`src/rtl/counter_b4_core_pkg.sv`:
```
// counter_b4_core_pkg: shared width, mode encodings and step constant for the 4-bit counter
package counter_b4_core_pkg;
   localparam int NBITS = 4;
   localparam int STEP3 = 3;
   typedef enum logic [1:0] {
      MODE_UP3  = 2'b00,
      MODE_DN1  = 2'b01,
      MODE_UP1  = 2'b10,
      MODE_LOAD = 2'b11
   } mode_e;
endpackage

```
`src/rtl/counter_b4_core_step.sv`:
```
// counter_b4_core_step: combinational next-count and wrap computation for one mode step
module counter_b4_core_step
   import counter_b4_core_pkg::*;
(
   input  logic [NBITS-1:0] q,
   input  logic [1:0]       mode,
   input  logic [NBITS-1:0] d,
   output logic [NBITS-1:0] next_q,
   output logic             wrap
);
   logic [NBITS:0] up3;
   logic [NBITS:0] up1;
   // D only reaches next_q through the load arm, so X on D cannot leak in other modes
   always_comb begin
      up3    = {1'b0, q} + (NBITS+1)'(STEP3);
      up1    = {1'b0, q} + (NBITS+1)'(1);
      next_q = mode == MODE_LOAD ? d :
               mode == MODE_UP3  ? up3[NBITS-1:0] :
               mode == MODE_UP1  ? up1[NBITS-1:0] : q - NBITS'(1);
      wrap   = mode == MODE_UP3 ? up3[NBITS] :
               mode == MODE_UP1 ? up1[NBITS] :
               mode == MODE_DN1 ? (q == '0) : 1'b0;
   end
endmodule

```
`src/rtl/counter_b4_core.sv`:
```
// counter_b4_core: 4-bit up3/down1/up1/load counter with registered rco and load pulses
module counter_b4_core
   import counter_b4_core_pkg::*;
(
   input  logic             b4_clk,
   input  logic             b4_reset,
   input  logic             b4_enable,
   input  logic [1:0]       b4_mode,
   input  logic [NBITS-1:0] b4_D,
   output logic [NBITS-1:0] b4_Q,
   output logic             b4_rco,
   output logic             b4_load
);
   logic [NBITS-1:0] next_q;
   logic             wrap;
   counter_b4_core_step u_step (
      .q      (b4_Q),
      .mode   (b4_mode),
      .d      (b4_D),
      .next_q (next_q),
      .wrap   (wrap)
   );
   always_ff @(posedge b4_clk or negedge b4_reset) begin
      if (!b4_reset) begin
         b4_Q    <= '0;
         b4_rco  <= 1'b0;
         b4_load <= 1'b0;
      end else begin
         b4_Q    <= b4_enable ? next_q : b4_Q;
         b4_rco  <= b4_enable & wrap;
         b4_load <= b4_enable & (b4_mode == MODE_LOAD);
      end
   end
endmodule
```
`config.mk`:
```
export PLATFORM = sky130hd
export DESIGN_NAME = counter_b4_core
export DESIGN_NICKNAME = d
export VERILOG_FILES = /design/src/rtl/counter_b4_core_pkg.sv /design/src/rtl/counter_b4_core_step.sv /design/src/rtl/counter_b4_core.sv
export SDC_FILE = /design/constraint.sdc
export NUM_CORES = 1
export LEC_CHECK = 0
export CAP_MARGIN = 10
export CORE_AREA = 2 2 39 41
export CTS_CLUSTER_SIZE = 14
export DETAILED_ROUTE_END_ITERATION = 8
export DIE_AREA = 0 0 41 43
export PLACE_DENSITY = 0.69
export REMOVE_ABC_BUFFERS = 1
export SETUP_SLACK_MARGIN = 0.1
export SYNTH_ARGS = -nofsm -noshare
export SYNTH_HDL_FRONTEND = slang
export SYNTH_SLANG_ARGS = --single-unit
export TNS_END_PERCENT = 50
```
`constraint.sdc`:
```
create_clock -name b4_clk -period 1.8 [get_ports b4_clk]
set_input_delay 0.36 -clock b4_clk [delete_from_list [all_inputs] [get_ports b4_clk]]
set_output_delay 0.36 -clock b4_clk [all_outputs]
set_load 0.03 [all_outputs]
```
==> impl_metrics.py, run 1 <==
metrics = {
    "run_status": {
        "result_of_the_run": "complete, no violations",
    },
    "yosys": {
        "combinational_family_with_the_most_area_after_synthesis": "compound AO/OA/AOI/OAI gates",
        "postSynthAreaPerCell_um2": 8.707,
        "yosys_register_bits": 6,
        "synth_warnings": 0,
        "synth_mux_area_frac": 0.07331,
        "synth.cell_area_um2": 426.7,
        "post_synth_num_cell_types": 24,
        "netlist_instances": 49,
        "synth-simple-area-share": 0.1848,
        "synth-compound-area-share": 0.2082,
        "synth_xor_area_frac": 0.02053,
        "synth_adder_area_share": 0.08798,
        "ys_seq_area_frac": 0.3519,
    },
    "floorplan": {
        "io-pin-count": 15,
        "core_region_area_um2": 1384,
        "initial_util": 0.3083,
        "die-area_um2": 1763,
        "placement_rows": 14,
        "die_height_um": 43,
        "dieWidth_um": 41,
    },
    "timing": {
        "setup-violations-final": 0,
        "highest_achievable_clock_rate_mhz": 576.9,
        "fin_setup_tns_ns": 0,
        "rsz0062_at_grt": "yes",
        "timing_hold_violations_final": 0,
        "final.hold.worst_slack_ns": 0.3587,
        "slew_headroom": 0.7462,
        "maxSlewViolCount": 0,
        "finalCriticalPeriod_ns": 1.733,
        "post-route-period-util": 0.9630,
        "worst-slew-pin-transition_ns": 0.3796,
        "fin_skew_ns": 0.003284,
    },
    "clock_network": {
        "setup_fix_bufs_post_cts": 0,
        "cts_htree_levels": 1,
        "clk-insertion-delay-late_ns": 0.25,
        "tritoncts": "built",
        "clock_buffer_count_from_cts": 3,
        "clockBufferDepth": 2,
        "clock_tree.root_cell": "clkbuf_4",
        "cts.reportedPaths.clkPinSlew_ns": 0.04,
        "tritoncts_num_sinks": 6,
    },
    "critical_path": {
        "worstSetupPathDepth": 1,
        "reg2reg_depth": 7,
        "arr_time_crit_path_ns": 1.37,
        "timing.critical_path.max_delay_family": "buffers and inverters",
        "regToRegSetupSlack_ns": 0.21,
        "crit_path_max_incr_delay_ns": 0.71,
        "setup.worst_path.class": "register to output pin",
        "timing.rr.start": "b4_Q[0]",
        "worstSetupStartpointType": "register",
        "cp_max_fo": 6,
        "critical_path_slowest_stage_cell": "clkdlybuf4s50_1",
        "timing.critical_path.cells": "clkdlybuf4s50_1",
        "crit_required_ns": 1.44,
        "worst_setup_ep_type": "output pin",
        "start_point_of_the_critical_path": "b4_Q[1]",
        "path_buf_inv": 1,
    },
    "routing": {
        "route.detailed.vias_per_inst": 5.123,
        "initialDrtViolationCount": 6,
        "routedWlPerCell_um": 11.56,
        "routed-via-count": 415,
        "drc": 0,
        "route.final.wire_length_um": 936,
        "remaining_antenna_violation_count_after_routing": 0,
        "tritonroute_pass_1_iters": 4,
    },
    "grt": {
        "grt_antenna_before_repair": 0,
        "grtUsageTotal": 0.1289,
        "gr-usage-met2": 0.1813,
        "grt_max_degree": 12,
        "grt_first_pass_wirelength_um": 1428,
        "groute.layer.met1.usage": 0.1396,
        "global_route.usage.met3": 0.06283,
        "grt_overflow": 0,
        "first_global_vias": 354,
        "globalRoute.busiestLayer": "met2",
    },
    "cells_and_area": {
        "antenna-diode-count": 0,
        "nFillCells": 148,
        "layout-drive-gt1-share": 0.1077,
        "final_nets": 79,
        "syn_to_final_growth_pct": 41.64,
    },
    "power": {
        "cellPowerDensity_nw_per_um2": 973.7,
        "ir_drop_mv": 0.3370,
        "p_leak_nw": 0.2698,
    },
    "placed_design": {
        "place.gp.congestion": 0.8071,
        "port-buffer-count": 14,
        "hpwlAfterDp_um": 712.1,
    },
    "worst_hold_path": {
        "hold_path.class": "primary input to asynchronous set/reset pin",
    },
    "flow_run": {
        "maxCapViolations": 0,
    },
}
[registers in the layout, indices dropped and copies added, names as in the netlist]
signal and cells:
b4_Q 4, b4_load 1, b4_rco 1
[stage by stage]
step / instances / setup WS [ns] / util / power (W) / area [µm²]
after floorplan: 46 / 0.1979 / - / 0.0003610 / 406.6
after global placement: 78 / 0.07707 / 0.4204 / 0.0004696 / 581.8
final: 81 / 0.06669 / 0.4367 / 0.0005884 / 604.3
after detailed placement: 78 / 0.05542 / 0.4204 / 0.0004742 / 581.8
after CTS: 81 / 0.05647 / 0.4349 / 0.0005976 / 601.8
after global routing: 81 / 0.03163 / 0.4367 / 0.0006299 / 604.3
[metal layers]
layer | wire length, µm | vias to the layer above
met5 | 0 | -
met4 | 31 | 0
met3 | 41 | 5
met2 | 463 | 9
met1 | 400 | 192
li1 | - | 209
[cells in the final DEF (no fill, tap or decap), types with 2 or more instances in the layout]
cell type and instances:
dlygate4sd2_1 2, mux2i_1 2, clkdlybuf4s50_1 11, dfrtp_1 6, buf_4 2, o22ai_1 2, inv_1 3, o21ai_0 5
nand2_1 8, nor2b_1 2, a31oi_1 3, clkbuf_4 3, ha_1 3
[area by class of cell]
| class | count | area, µm² | area share |
|---|---|---|---|
| multi-input cells | 37 | 245.2 | 0.4058 |
| repair buffers | 16 | 155.1 | 0.2567 |
| flip-flops and latches | 6 | 150.1 | 0.2484 |
| clock buffers | 3 | 22.52 | 0.03727 |
| well taps | 16 | 20.02 | 0.03313 |
| inverters | 3 | 11.26 | 0.01863 |
[power breakdown]
group / internal [W] / total [W] / switching [W] / leakage [nW]
Combinational: 0.000118 / 0.000256 / 0.000138 / 0.181
Sequential: 0.000163 / 0.000206 / 0.0000432 / 0.0746
Clock: 0.0000755 / 0.000126 / 0.0000502 / 0.0138
[kinds of logic after synthesis]
family	count (synthesis)
compound gates	15
simple gates	15
buf+inv	6
flops	6
mux	3
fa+ha+maj	3
xor+xnor	1
[synthesized netlist by cell type, drive strengths merged]
cell / number / area, µm²
o31ai: 1 / 7.510
buf: 2 / 16.26
xnor2: 1 / 8.760
o21a: 1 / 7.510
o22ai: 2 / 12.51
ha: 3 / 37.54
nand2: 8 / 30.03
nor4b: 1 / 8.760
clkbuf: 1 / 3.750
dfrtp: 6 / 150.1
nor2b: 3 / 21.27
a31oi: 3 / 18.77
nand3: 1 / 5.000
or2b: 1 / 7.510
inv: 3 / 11.26
mux2: 1 / 11.26
o21ai: 6 / 30.02
nor4: 1 / 6.260
mux2i: 2 / 20.02
o211ai: 1 / 7.510
a21oi: 1 / 5.000
[path summary, 6_finish.rpt]
check,endpoint
min in group b4_clk,b4_rco
worst max register to register,b4_Q[1]
worst min-delay path,b4_load
worst max-delay path,b4_Q[1]
worst min register to register,b4_rco
max in group asynchronous,b4_Q[1]
[worst reg2reg max path, stage by stage, from the launching register on]
cell and delay (ns):
dfrtp_1 0.45, inv_1 0.12, ha_1 0.31, mux2_2 0.26, nand2_1 0.06, o21ai_0 0.08
nand2_1 0.08, o21ai_0 0.09
[timing repair]
| action | in CTS | in global routing |
|---|---|---|
| setup endpoints to repair | 4 | 3 |
| pin swaps | 0 | 0 |
| hold buffers | 0 | 0 |
| resized for setup | 2 | 1 |
| endpoints found under the hold margin | 0 | 0 |
(Power assumes the default switching activity.)
==> run 2, diff against run 1 <==
--- a/config.mk
+++ b/config.mk
@@ -5,6 +5,7 @@
 export SDC_FILE = /design/constraint.sdc
 export NUM_CORES = 1
 export LEC_CHECK = 0
+export ABC_CLOCK_PERIOD_IN_PS = 1800
 export CAP_MARGIN = 10
 export CORE_AREA = 2 2 39 41
 export CTS_CLUSTER_SIZE = 14
@@ -12,7 +13,7 @@
 export DIE_AREA = 0 0 41 43
 export PLACE_DENSITY = 0.69
 export REMOVE_ABC_BUFFERS = 1
-export SETUP_SLACK_MARGIN = 0.1
+export SETUP_SLACK_MARGIN = 0.3
 export SYNTH_ARGS = -nofsm -noshare
 export SYNTH_HDL_FRONTEND = slang
 export SYNTH_SLANG_ARGS = --single-unit
==> constraint.sdc (replaced) <==
create_clock -name b4_clk -period 1.8 [get_ports b4_clk]
set_input_delay 0.27 -clock b4_clk [delete_from_list [all_inputs] [get_ports b4_clk]]
set_output_delay 0.27 -clock b4_clk [all_outputs]
set_load 0.03 [all_outputs]
==> impl_metrics.py, run 2 (synthesized netlist as in run 1, its figures left out) <==
metrics = {
    "cells_and_area": {
        "finish.utilization": 0.4476,
        "largest-register": "b4_Q",
        "layout_top_registers": "b4_Q (4), b4_load (1), b4_rco (1)",
        "layout_commonest_cell": "clkdlybuf4s50_1",
        "final_nets": 81,
        "layout-drive-gt1-share": 0.1791,
        "design_area_um2": 619.3,
        "syn_to_final_growth_pct": 45.16,
        "antenna-diode-count": 0,
        "mostFrequentLayoutCells": "clkdlybuf4s50_1 (10), nand2_1 (8), dfrtp_1 (5), buf_4 (4)",
        "largest_reg_flops": 4,
        "layoutNonFillerInstCount": 83,
    },
    "grt": {
        "grt_first_pass_wirelength_um": 1331,
        "grt_max_degree": 12,
        "grt_overflow": 0,
        "grt_antenna_before_repair": 0,
        "first_global_vias": 325,
        "gr-usage-met2": 0.1719,
        "groute.layer.met1.usage": 0.1364,
        "global_route.usage.met3": 0.04712,
        "grtUsageTotal": 0.1128,
        "globalRoute.busiestLayer": "met2",
    },
    "timing": {
        "fin_setup_tns_ns": 0,
        "finalCriticalPeriod_ns": 1.496,
        "timing_hold_violations_final": 0,
        "rsz0062_at_grt": "yes",
        "post-route-period-util": 0.8313,
        "slew_headroom": 0.7317,
        "maxSlewViolCount": 0,
        "highest_achievable_clock_rate_mhz": 668.3,
        "setup-violations-final": 0,
        "fin_skew_ns": 0.0004435,
        "worst-slew-pin-transition_ns": 0.4013,
    },
    "clock_network": {
        "clk-insertion-delay-late_ns": 0.24,
        "tritoncts": "built",
        "clock_buffer_count_from_cts": 3,
        "ctsHoldBuffers": 0,
        "clockBufferDepth": 2,
        "cts_htree_levels": 1,
        "cts.reportedPaths.clkPinSlew_ns": 0.04,
        "clock_tree.root_cell": "clkbuf_4",
        "tritoncts_num_sinks": 6,
    },
    "routing": {
        "tritonroute_pass_1_iters": 4,
        "routedWlPerCell_um": 11.76,
        "drc": 0,
        "routed-via-count": 414,
        "initialDrtViolationCount": 13,
        "route.final.wire_length_um": 976,
        "route.detailed.vias_per_inst": 4.988,
        "remaining_antenna_violation_count_after_routing": 0,
    },
    "floorplan": {
        "die-area_um2": 1763,
        "die_height_um": 43,
        "initial_util": 0.3083,
        "dieWidth_um": 41,
        "io-pin-count": 15,
        "core_region_area_um2": 1384,
        "placement_rows": 14,
    },
    "critical_path": {
        "regToRegEndpoint": "b4_Q[1]",
        "worst_setup_ep_type": "output pin",
        "reg2reg_depth": 7,
        "crit_path_max_incr_delay_ns": 0.66,
        "critical_path_slowest_stage_cell": "clkdlybuf4s50_1",
        "arr_time_crit_path_ns": 1.23,
        "regToRegSetupSlack_ns": 0.35,
        "worstSetupStartpointType": "register",
        "timing.critical_path.max_delay_family": "buffers and inverters",
        "setup.worst_path.class": "register to output pin",
        "timing.critical_path.cells": "clkdlybuf4s50_1",
        "path_buf_inv": 1,
        "timing.rr.start": "b4_Q[1]",
        "crit_required_ns": 1.53,
        "cp_max_fo": 1,
    },
    "power": {
        "p_leak_nw": 0.2800,
        "ir_drop_mv": 0.3960,
        "cellPowerDensity_nw_per_um2": 970.6,
    },
    "worst_hold_path": {
        "hold_path.class": "primary input to asynchronous set/reset pin",
    },
    "placed_design": {
        "place.gp.congestion": 0.7810,
        "hpwlAfterDp_um": 743.9,
        "port-buffer-count": 14,
        "place_area_um2": 574.3,
        "placedCellCount": 77,
    },
    "run_status": {
        "result_of_the_run": "complete, no violations",
    },
    "flow_run": {
        "maxCapViolations": 0,
    },
}
-- run 2: cell count changes in the layout (fill, tap and decap cells not counted), sizes merged --
| cell | change |
|---|---|
| buf | +2 |
| clkdlybuf4s50 | -1 |
| dlygate4sd2 | +1 |
-- run 2: routing by layer --
layer	share of wire	up-vias
met5	0	-
met4	0	0
met3	0.068	0
met2	0.52	15
met1	0.41	184
li1	-	215
-- run 2: area by class of cell --
class,instances,area [µm²]
flip-flops and latches,6,151.4
inverters,3,11.26
multi-input cells,37,245.2
fillers,135,764.5
repair buffers,18,168.9
clock buffers,3,22.52
well taps,16,20.02
-- run 2: how the worst max path moves through the flow --
stage	from	end	slack [ns]	cells past startpoint
6_report	b4_load	b4_load	0.30	1
4_1_cts	b4_Q[1]	b4_Q[1]	0.15	1
2_1_floorplan	b4_Q[0]	b4_Q[1]	0.20	7
3_5_place_dp	b4_mode[0]	b4_Q[3]	0.14	6
5_1_grt	b4_rco	b4_rco	0.26	1
3_3_place_gp	b4_mode[0]	b4_Q[3]	0.15	6
-- run 2: metrics by stage --
stage	total power, W	hold slack (ns)	setup slack (ns)
detailed placement	0.0004718	0.5456	0.1381
floorplan	0.0003610	-0.02559	0.1979
global placement	0.0004687	0.5354	0.1458
CTS	0.0005808	0.2832	0.1512
global route	0.0006442	0.2916	0.2578
finish	0.0006011	0.2756	0.3037
-- run 2: timing repair --
action | in CTS | in global routing
buffers inserted | 0 | 3
setup endpoints to repair | 7 | 6
gates resized for setup | 3 | 6
-- run 2: report_power, final --
group,internal [W],total [W],switching (W)
clock network,0.0000751,0.000120,0.0000449
registers,0.000164,0.000201,0.0000371
logic,0.000129,0.000280,0.000151
